**src/rtl/uart_port_ctrl_pkg.sv**
```systemverilog
// uart_port_ctrl_pkg: shared UART address map, bus op codes and FSM state encodings.
package uart_port_ctrl_pkg;

    localparam logic [17:0] UART_ADDR_DATA = 18'h0BF00;
    localparam logic [17:0] UART_ADDR_STAT = 18'h0BF01;

    localparam logic RAM_OP_RD = 1'b0;
    localparam logic RAM_OP_WR = 1'b1;

    typedef logic [3:0] uart_state_t;

    localparam uart_state_t ST_IDLE     = 4'd0;
    localparam uart_state_t ST_RD_WAIT  = 4'd1;
    localparam uart_state_t ST_RD_STB   = 4'd2;
    localparam uart_state_t ST_WR_SETUP = 4'd3;
    localparam uart_state_t ST_WR_STB   = 4'd4;
    localparam uart_state_t ST_WR_HOLD  = 4'd5;
    localparam uart_state_t ST_WR_TBRE  = 4'd6;
    localparam uart_state_t ST_WR_TSRE  = 4'd7;
    localparam uart_state_t ST_DONE     = 4'd8;

    function automatic logic [15:0] status_word(input logic data_ready, input logic tbre, input logic tsre);
        return {14'b0, data_ready, tbre & tsre};
    endfunction

endpackage

```
**src/rtl/uart_port_ctrl.sv**
```systemverilog
// uart_port_ctrl: multi-cycle UART access engine on the shared RAM1 bus.
// Generates rdn/wrn strobes, stalls the pipeline and keeps SRAM1 off until the handshake finishes.
module uart_port_ctrl
    import uart_port_ctrl_pkg::*;
#(
    parameter logic [17:0] ADDR_DATA  = UART_ADDR_DATA,
    parameter logic [17:0] ADDR_STAT  = UART_ADDR_STAT,
    parameter int          SETUP_CYC  = 1,
    parameter int          STROBE_CYC = 2,
    parameter int          TX_TIMEOUT = 1023
) (
    input  logic        clk_50MHz,
    input  logic        rst,
    input  logic        req,
    input  logic        op,
    input  logic [17:0] addr,
    input  logic [15:0] data_i,
    output logic [15:0] data_o,
    output logic        ack,
    output logic        err,
    output logic        pause,
    output logic        ram1_off,
    input  logic [15:0] bus_data_i,
    output logic [15:0] bus_data_o,
    output logic        bus_data_oe,
    input  logic        data_ready,
    input  logic        tbre,
    input  logic        tsre,
    output logic        rdn,
    output logic        wrn
);

    localparam logic [9:0] SETUP_LAST = 10'(SETUP_CYC - 1);
    localparam logic [9:0] STB_LAST   = 10'(STROBE_CYC - 1);
    localparam logic [9:0] TMO        = 10'(TX_TIMEOUT);

    uart_state_t state;
    logic [9:0]  cnt;
    logic [15:0] rd_q;
    logic [15:0] wr_q;
    logic        err_q;

    logic stat_hit;
    logic data_hit;

    assign stat_hit = (state == ST_IDLE) && req && (addr == ADDR_STAT);
    assign data_hit = (state == ST_IDLE) && req && (addr == ADDR_DATA);

    always_ff @(posedge clk_50MHz) begin
        if (rst) begin
            state <= ST_IDLE;
            cnt   <= '0;
            rd_q  <= '0;
            wr_q  <= '0;
            err_q <= 1'b0;
        end else begin
            case (state)
                ST_IDLE: if (data_hit) begin
                    cnt   <= '0;
                    err_q <= 1'b0;
                    rd_q  <= '0;
                    wr_q  <= data_i;
                    state <= (op == RAM_OP_WR) ? ST_WR_SETUP : (data_ready ? ST_RD_STB : ST_RD_WAIT);
                end
                ST_RD_WAIT: if (data_ready) begin
                    cnt   <= '0;
                    state <= ST_RD_STB;
                end
                ST_RD_STB: if (cnt == STB_LAST) begin
                    rd_q  <= bus_data_i;
                    state <= ST_DONE;
                end else cnt <= cnt + 10'd1;
                ST_WR_SETUP: if (cnt == SETUP_LAST) begin
                    cnt   <= '0;
                    state <= ST_WR_STB;
                end else cnt <= cnt + 10'd1;
                ST_WR_STB: if (cnt == STB_LAST) state <= ST_WR_HOLD;
                else cnt <= cnt + 10'd1;
                ST_WR_HOLD: begin
                    cnt   <= '0;
                    state <= ST_WR_TBRE;
                end
                ST_WR_TBRE: if (tbre) begin
                    cnt   <= '0;
                    state <= ST_WR_TSRE;
                end else if (cnt == TMO) begin
                    err_q <= 1'b1;
                    state <= ST_DONE;
                end else cnt <= cnt + 10'd1;
                ST_WR_TSRE: if (tsre) state <= ST_DONE;
                else if (cnt == TMO) begin
                    err_q <= 1'b1;
                    state <= ST_DONE;
                end else cnt <= cnt + 10'd1;
                default: state <= ST_IDLE;
            endcase
        end
    end

    // Only the low byte ever crosses the UART; masking keeps the upper latch bits harmless.
    assign data_o      = (stat_hit && op == RAM_OP_RD) ? status_word(data_ready, tbre, tsre)
                       : (state == ST_DONE) ? (rd_q & 16'h00FF) : 16'h0000;
    assign ack         = stat_hit || (state == ST_DONE);
    assign err         = (state == ST_DONE) && err_q;
    assign pause       = data_hit || ((state != ST_IDLE) && (state != ST_DONE));
    assign ram1_off    = pause || (state == ST_DONE);
    assign rdn         = state != ST_RD_STB;
    assign wrn         = state != ST_WR_STB;
    assign bus_data_oe = (state == ST_WR_SETUP) || (state == ST_WR_STB) || (state == ST_WR_HOLD);
    assign bus_data_o  = wr_q & 16'h00FF;

endmodule

```
**config.mk**
```make
export PLATFORM = sky130hd
export DESIGN_NAME = uart_port_ctrl
export DESIGN_NICKNAME = d
export VERILOG_FILES = /design/src/rtl/uart_port_ctrl_pkg.sv /design/src/rtl/uart_port_ctrl.sv
export SDC_FILE = /design/constraint.sdc
export NUM_CORES = 1
export LEC_CHECK = 0
export ABC_CLOCK_PERIOD_IN_PS = 4100
export BUFFER_PORTS_ARGS = -buffer_cell sky130_fd_sc_hd__clkbuf_2
export CORE_ASPECT_RATIO = 1.2
export CORE_UTILIZATION = 50
export DETAILED_ROUTE_END_ITERATION = 8
export PLACE_DENSITY = 0.85
export SYNTH_ARGS = -nofsm -noshare
export SYNTH_HDL_FRONTEND = slang
export SYNTH_SLANG_ARGS = --single-unit
```
**constraint.sdc**
```tcl
create_clock -name clk_50MHz -period 4.1 [get_ports clk_50MHz]
set_input_delay 0.41 -clock clk_50MHz [delete_from_list [all_inputs] [get_ports clk_50MHz]]
set_output_delay 0.41 -clock clk_50MHz [all_outputs]
set_load 0.02 [all_outputs]
```
==> results of run 1 <==
==> sequential cells by signal (all words and copies together) (netlist names) <==
| name | cells |
|---|---|
| cnt | 10 |
| err_q | 1 |
| rd_q | 8 |
| state | 4 |
| wr_q | 8 |
==> stage by stage <==
stage	hold slack, ns	area [um2]	power (mW)	cells
finish	0.3521	2381	0.7598	360
global route	0.3449	2381	0.7967	360
CTS	0.3502	2381	0.7638	360
detailed placement	0.4521	2277	0.4957	352
global placement	0.4488	2277	0.4933	352
floorplan	0.4343	2082	0.4647	259
==> power groups by stage <==
stage               registers, mW  logic, mW  clock network, mW
floorplan                   0.316      0.148                  0
global placement            0.330      0.163                  0
detailed placement          0.330      0.165                  0
CTS                         0.324      0.167              0.273
global route                0.326      0.186              0.284
finish                      0.324      0.169              0.267
==> cell families after synthesis <==
kind of cell    count (synthesis)
fa+ha+maj                       3
mux                             9
xor+xnor                        1
other cells                     1
compound gates                 65
flops                          31
buf+inv                        31
simple gates                  103
==> area by class of cell <==
class                   count  area [um2]
fillers                   351        1529
multi-input cells         197        1247
flip-flops and latches     31       620.6
repair buffers             63       315.3
clock buffers               7       96.34
well taps                  54       67.56
inverters                   7       26.28
clock inverters             1       7.507
==> placed cells by master, fill, tap and decap left out, types with 3 or more instances in the layout <==
master,instances
sky130_fd_sc_hd__and3_1,12
sky130_fd_sc_hd__dfxtp_1,31
sky130_fd_sc_hd__o21ai_0,8
sky130_fd_sc_hd__conb_1,16
sky130_fd_sc_hd__a22o_1,10
sky130_fd_sc_hd__nand2_1,18
sky130_fd_sc_hd__inv_1,7
sky130_fd_sc_hd__ha_1,3
sky130_fd_sc_hd__clkbuf_8,7
sky130_fd_sc_hd__nor4_1,5
sky130_fd_sc_hd__a21oi_1,17
sky130_fd_sc_hd__nand2b_1,5
sky130_fd_sc_hd__and3_2,3
sky130_fd_sc_hd__clkbuf_2,63
sky130_fd_sc_hd__o31ai_1,3
sky130_fd_sc_hd__mux2i_1,8
sky130_fd_sc_hd__nor2_1,24
sky130_fd_sc_hd__nor3_1,6
sky130_fd_sc_hd__nand3_1,9
sky130_fd_sc_hd__and2_1,3
==> final timing paths <==
check | startpoint | endpoint | slack [ns] | cells after the start
hold / removal | bus_data_i[0] | rd_q[0] | 0.35 | 2
hold reg to reg | rd_q[6] | rd_q[6] | 0.47 | 1
setup reg to reg | state[0] | cnt[8] | 1.56 | 6
setup / recovery | addr[1] | pause | 1.30 | 7
==> worst reg2reg max path: cells and delay by family, from the launching register on <==
| kind | cells | cell delay [ns] |
|---|---|---|
| compound gates | 4 | 1.01 |
| flops | 1 | 0.62 |
| simple gates | 2 | 0.83 |
==> routing by layer <==
metal	up-vias	global-route usage, %
met2	85	39.93
li1	990	-
met1	945	27.03
met4	0	8.269
met3	11	5.596
met5	-	0
==> qor.txt, run 1 <==
Area share of the leading cell type in the synthesized netlist: 30.64%
Total wire length after detailed routing: 4794 um
Number of global-route vias before repair: 1,811
Wire length per cell: 13.32 um
Chip Width: 60.11 um
Critical-path maximum fanout: 10
Slowest cell on the critical path: sky130_fd_sc_hd__or4b_4
Initial DRC Count: 91
DRC viols: 0
M1 WL: 1932 um
Worst path setup slack after routing: 1.298 ns
Largest family of logic cells by synthesized area: simple AND/OR/NAND/NOR gates
Post-synthesis sequential area ratio: 30.64%
Number of levels the H-tree was split into: 2
Sort of element at the start of the critical path: input pin
Top cell types by occurrence after synthesis: 31 x sky130_fd_sc_hd__dfxtp_1, 24 x sky130_fd_sc_hd__nor2_1, 18 x sky130_fd_sc_hd__buf_4, 18 x sky130_fd_sc_hd__nand2_1, 17 x sky130_fd_sc_hd__a21oi_1
Leading cell types by total area after synthesis: sky130_fd_sc_hd__dfxtp_1 31%, sky130_fd_sc_hd__buf_4 6.7%, sky130_fd_sc_hd__nor2_1 4.4%
Crit path kind: in2out
Maximum vdd ir drop: 229.0 uV
Combinational fraction of design power: 22.2%
Post-synthesis cell area: 2026 um2
Min cycle time layout: 2.802 ns
Cell breakdown of the critical path: clkbuf_2, or4b_4, or3_4, nor3_1, nand2_1, nand2_1, clkbuf_2
Die Footprint: 4311 um2
Overall Global Routing Usage: 23.12%
First-pass DRT Iterations: 4
Cell leakage power: 1.129 nW
CTS hold repair buffers: 0
Number of antenna violations at the first check in global routing: 0
Critical path data required time: 3.69 ns
Max Transition Viols Final: 0
Area added between synthesis and finish: 17.54%
Via Count: 2,031
Measured slew at the worst slew-check pin: 0.9054 ns
Switching fraction of total power: 31.03%
Yosys Warn Count: 0
Cell taking the most area after synthesis: sky130_fd_sc_hd__dfxtp_1
Simple logic cell fraction of the synthesized area: 27.98%
Post-synthesis share of cell area spent on full adders, half adders and majority gates: 1.853%
Critical path's top delay family: simple AND/OR/NAND/NOR gates
Total setup buffers inserted after CTS: 0
Worst hold path type: in2reg
Number of storage elements in the synthesis netlist: 31
Global-route wire length before repair: 7707 um
Final Net Count: 365
Compound-Gate Fraction of Synth Area: 23.84%
Weighted congestion at the end of routability-driven global placement: 0.8884
Met2 WL: 2495 um
Length of routed met3 wiring: 290 um
Element type at the critical path end: output port
Final global-route overflow total: 0
Number of buffers on the longest clock path: 2
Setup repair after global routing missed its margin: no
Number of flops mapped to enable cells by yosys: 0
Multiplexer share of the synthesized area: 4.509%
Post-DP HPWL: 3561 um
Average cell area after synthesis: 8.302 um2
DP Worst Slack: 1.292 ns
Detailed-route vias per instance: 5.642
End-of-flow core utilization: 60.90%
Xor and xnor fraction of the mapped netlist area: 0.4324%
Headroom to the max-slew limit: 39.17%
Vertical extent of the die: 71.73 um
Pwr Density: 319.1 nW/um2
F_max: 356.9 MHz
Arrival time of data at the critical path endpoint: 2.39 ns
Aggregate negative setup slack: 0 ns
Worst skew pair latency: 0.28 ns
Top routing layer in use: met4
CTS sink count: 31
Share of layout cells above drive strength 1: 29.08%
Reported max-cap violation count: 0
Most frequently used flop master after synthesis: sky130_fd_sc_hd__dfxtp_1
Number of primary I/O pins: 96
Relative contribution of the clock network to total power: 35.1%
Port buffer count: 63
Number of nets with antenna violations after detailed routing: 0
Internal power: 0.5241 mW
Final setup fails: 0
Number of cells produced by synthesis: 244
Final worst clock skew: 0.008407 ns
Sequential share of power: 42.7%
Hold Fails Final Rpt: 0
Root buffer selected by CTS: sky130_fd_sc_hd__clkbuf_8
Final critical-path share of the clock period: 68.33%
Stage delay of the slowest cell on the critical path: 0.53 ns
Number of buffers and inverters on the critical path: 2
Antenna cells: 0
Net switching power figure: 0.2358 mW
Number of buffers inserted during clock tree synthesis: 5
Library cells used by synthesis: 60
PostCTS Resize Cnt: 0
Starting density of the core: 51.81%
Maximum number of pins on one net before global-route repair: 22
Clock slew at the register clock pins of the worst setup and hold paths: 0.07 ns
Placement row count: 25
Result of the run: complete, no violations
CTS tree: yes
Fraction of registers with async set or reset after synthesis: 0%
Total core area: 3910 um2
Cell with the most instances after synthesis: sky130_fd_sc_hd__dfxtp_1
Note: power is estimated with default switching activity, not from simulation.
==> run 2, diff against run 1 <==
--- a/config.mk
+++ b/config.mk
@@ -5,12 +5,12 @@
 export SDC_FILE = /design/constraint.sdc
 export NUM_CORES = 1
 export LEC_CHECK = 0
-export ABC_CLOCK_PERIOD_IN_PS = 4100
+export ABC_CLOCK_PERIOD_IN_PS = 2800
 export BUFFER_PORTS_ARGS = -buffer_cell sky130_fd_sc_hd__clkbuf_2
 export CORE_ASPECT_RATIO = 1.2
-export CORE_UTILIZATION = 50
+export CORE_UTILIZATION = 47
 export DETAILED_ROUTE_END_ITERATION = 8
-export PLACE_DENSITY = 0.85
+export PLACE_DENSITY = 0.81
 export SYNTH_ARGS = -nofsm -noshare
 export SYNTH_HDL_FRONTEND = slang
 export SYNTH_SLANG_ARGS = --single-unit
==> constraint.sdc (replaced) <==
create_clock -name clk_50MHz -period 2.8 [get_ports clk_50MHz]
set_input_delay 0.28 -clock clk_50MHz [delete_from_list [all_inputs] [get_ports clk_50MHz]]
set_output_delay 0.28 -clock clk_50MHz [all_outputs]
set_load 0.02 [all_outputs]
==> run 2 against run 1 <==
  * Cell area grew 3.4%
  * Total power increased by 58%
  * Sequential cell count did not move
  * Clock power increased by 73%
  * Critical path depth down 1
  * Utilization is 0.096 points higher
  * First-iteration DRC count rose by 36%
  * Routed wire length is 4.6% higher
  * Hold slack worse by 0.14 ns
  * Critical path type is now reg2reg
==> qor.txt, run 2 (same netlist as run 1, synthesis figures left out) <==
Number of nets with antenna violations after detailed routing: 0
Slowest cell on the critical path: sky130_fd_sc_hd__dfxtp_1
Largest register by flop count: cnt
Maximum vdd ir drop: 308.6 uV
Share of layout cells above drive strength 1: 31.21%
CTS sink count: 31
Vertical extent of the die: 73.92 um
Global-route wire length before repair: 7831 um
Initial DRC Count: 124
Top library cells by usage in the layout, fill and taps aside: 63 x sky130_fd_sc_hd__clkbuf_2, 31 x sky130_fd_sc_hd__dfxtp_1, 24 x sky130_fd_sc_hd__nor2_1
CTS tree: yes
Overall Global Routing Usage: 22.74%
Worst skew pair latency: 0.29 ns
Total core area: 4035 um2
Final Net Count: 373
Result of the run: complete, no violations
Via Count: 2,077
Register area: 620.6 um2
Maximum number of pins on one net before global-route repair: 18
Final setup fails: 0
Number of buffers on the longest clock path: 2
Root buffer selected by CTS: sky130_fd_sc_hd__clkbuf_8
Start of the worst register-to-register path: state[1]
Wire length per cell: 13.63 um
Die Footprint: 4578 um2
Port buffer count: 63
Critical path data required time: 3.03 ns
Setup repair after global routing missed its margin: no
Number of primary I/O pins: 96
Number of antenna violations at the first check in global routing: 0
Final global-route overflow total: 0
Detailed-route vias per instance: 5.644
Hold worst-path end: rd_q[0]
Depth of the worst register-to-register path: 6
Relative contribution of the clock network to total power: 38.6%
Hold Crit Depth: 2
Number of flip-flops under the largest register name: 10
Crit path kind: reg2reg
Switching fraction of total power: 29.85%
DRC viols: 0
Hold Fails Final Rpt: 0
Measured slew at the worst slew-check pin: 0.8230 ns
Weighted congestion at the end of routability-driven global placement: 0.8994
Internal power: 0.8414 mW
Starting density of the core: 50.20%
Arrival time of data at the critical path endpoint: 2.70 ns
Total wire length after detailed routing: 5015 um
F_max: 406.0 MHz
Sequential share of power: 39.2%
Power after layout: 1.199 mW
Max Transition Viols Final: 0
Final worst clock skew: 0.008700 ns
Worst hold path type: in2reg
Number of buffers inserted during clock tree synthesis: 5
Stage delay of the slowest cell on the critical path: 0.69 ns
Area added between synthesis and finish: 21.49%
DP Area: 2337 um2
Worst reg2reg setup slack: 0.34 ns
Cell leakage power: 1.182 nW
Most common cell after layout, fill and taps aside: sky130_fd_sc_hd__clkbuf_2
Summed area of non-filler cells in the final layout: 2461 um2
Headroom to the max-slew limit: 44.71%
Area taken by multi-input logic gates: 1254 um2
Clock slew at the register clock pins of the worst setup and hold paths: 0.07 ns
Antenna cells: 0
Final critical-path share of the clock period: 87.97%
Post-DP HPWL: 3759 um
Net switching power figure: 0.3580 mW
Worst flop-to-flop path endpoint: cnt[7]
Critical-path maximum fanout: 17
Min cycle time layout: 2.463 ns
Chip Width: 61.93 um
Top Registers: cnt x10, rd_q x8, wr_q x8
Element type at the critical path end: register
Combinational fraction of design power: 22.2%
Placement row count: 25
Aggregate negative setup slack: 0 ns
Final-layout fill cell count: 350
First-pass DRT Iterations: 4
Reported max-cap violation count: 0
Sort of element at the start of the critical path: register
Pwr Density: 487.3 nW/um2
Number of global-route vias before repair: 1,867
Cell breakdown of the critical path: inv_1, or4_1, and3_1, a31oi_1, and3_2, a221o_1
Min-delay src: bus_data_i[0]
Number of levels the H-tree was split into: 2
run 2: area by class of cell:
cell class / instances / share of cell area (%)
clock buffers: 6 / 3.355
clock inverters: 2 / 1.423
inverters: 7 / 1.068
multi-input cells: 197 / 50.94
flip-flops and latches: 31 / 25.22
well taps: 54 / 2.745
repair buffers: 71 / 15.25
run 2: how the worst max path moves through the flow:
| stage | start | endpoint | slack (ns) | cells past startpoint |
|---|---|---|---|---|
| floorplan | addr[1] | data_o[0] | 0.56 | 5 |
| global placement | addr[1] | cnt[7] | 0.34 | 7 |
| detailed placement | addr[1] | cnt[7] | 0.32 | 7 |
| CTS | state[2] | data_o[0] | 0.23 | 7 |
| global route | state[1] | cnt[7] | 0.20 | 6 |
| finish | state[1] | cnt[7] | 0.34 | 6 |
run 2: repair_timing:
item | 4_1_cts | 5_1_grt
gates resized for setup | 0 | 1
setup buffers | 0 | 0
hold buffers | 0 | 0
setup endpoints to repair | 0 | 1
run 2: per-layer routing:
layer	vias up	wire, um	GRT usage, %
met4	0	127	11.11
met5	-	0	0
met2	88	2598	38.59
li1	1007	-	-
met3	17	298	6.162
met1	965	1991	25.73
run 2: critical path, delay by kind of cell (launching register included):
| kind | cells | cell delay, ns |
|---|---|---|
| buffers and inverters | 1 | 0.23 |
| AO/OA/AOI/OAI | 2 | 0.49 |
| flip-flops | 1 | 0.69 |
| AND/OR/NAND/NOR | 3 | 1.00 |
run 2: power by group through the flow:
| stage | Clock [mW] | Sequential [mW] | Combinational (mW) |
|---|---|---|---|
| floorplan | 0 | 0.463 | 0.217 |
| global placement | 0 | 0.478 | 0.258 |
| detailed placement | 0 | 0.478 | 0.262 |
| CTS | 0.465 | 0.468 | 0.263 |
| global route | 0.494 | 0.471 | 0.292 |
| finish | 0.463 | 0.470 | 0.267 |
run 2: stage by stage:
step	instances	util [%]	hold WS, ns	setup slack [ns]
after floorplan	259	-	0.4129	0.5559
after global placement	360	57.92	0.4477	0.3422
after detailed placement	360	57.92	0.4512	0.3219
after CTS	368	60.84	0.2159	0.2323
after global routing	368	60.99	0.2036	0.1966
final	368	60.99	0.2139	0.3369
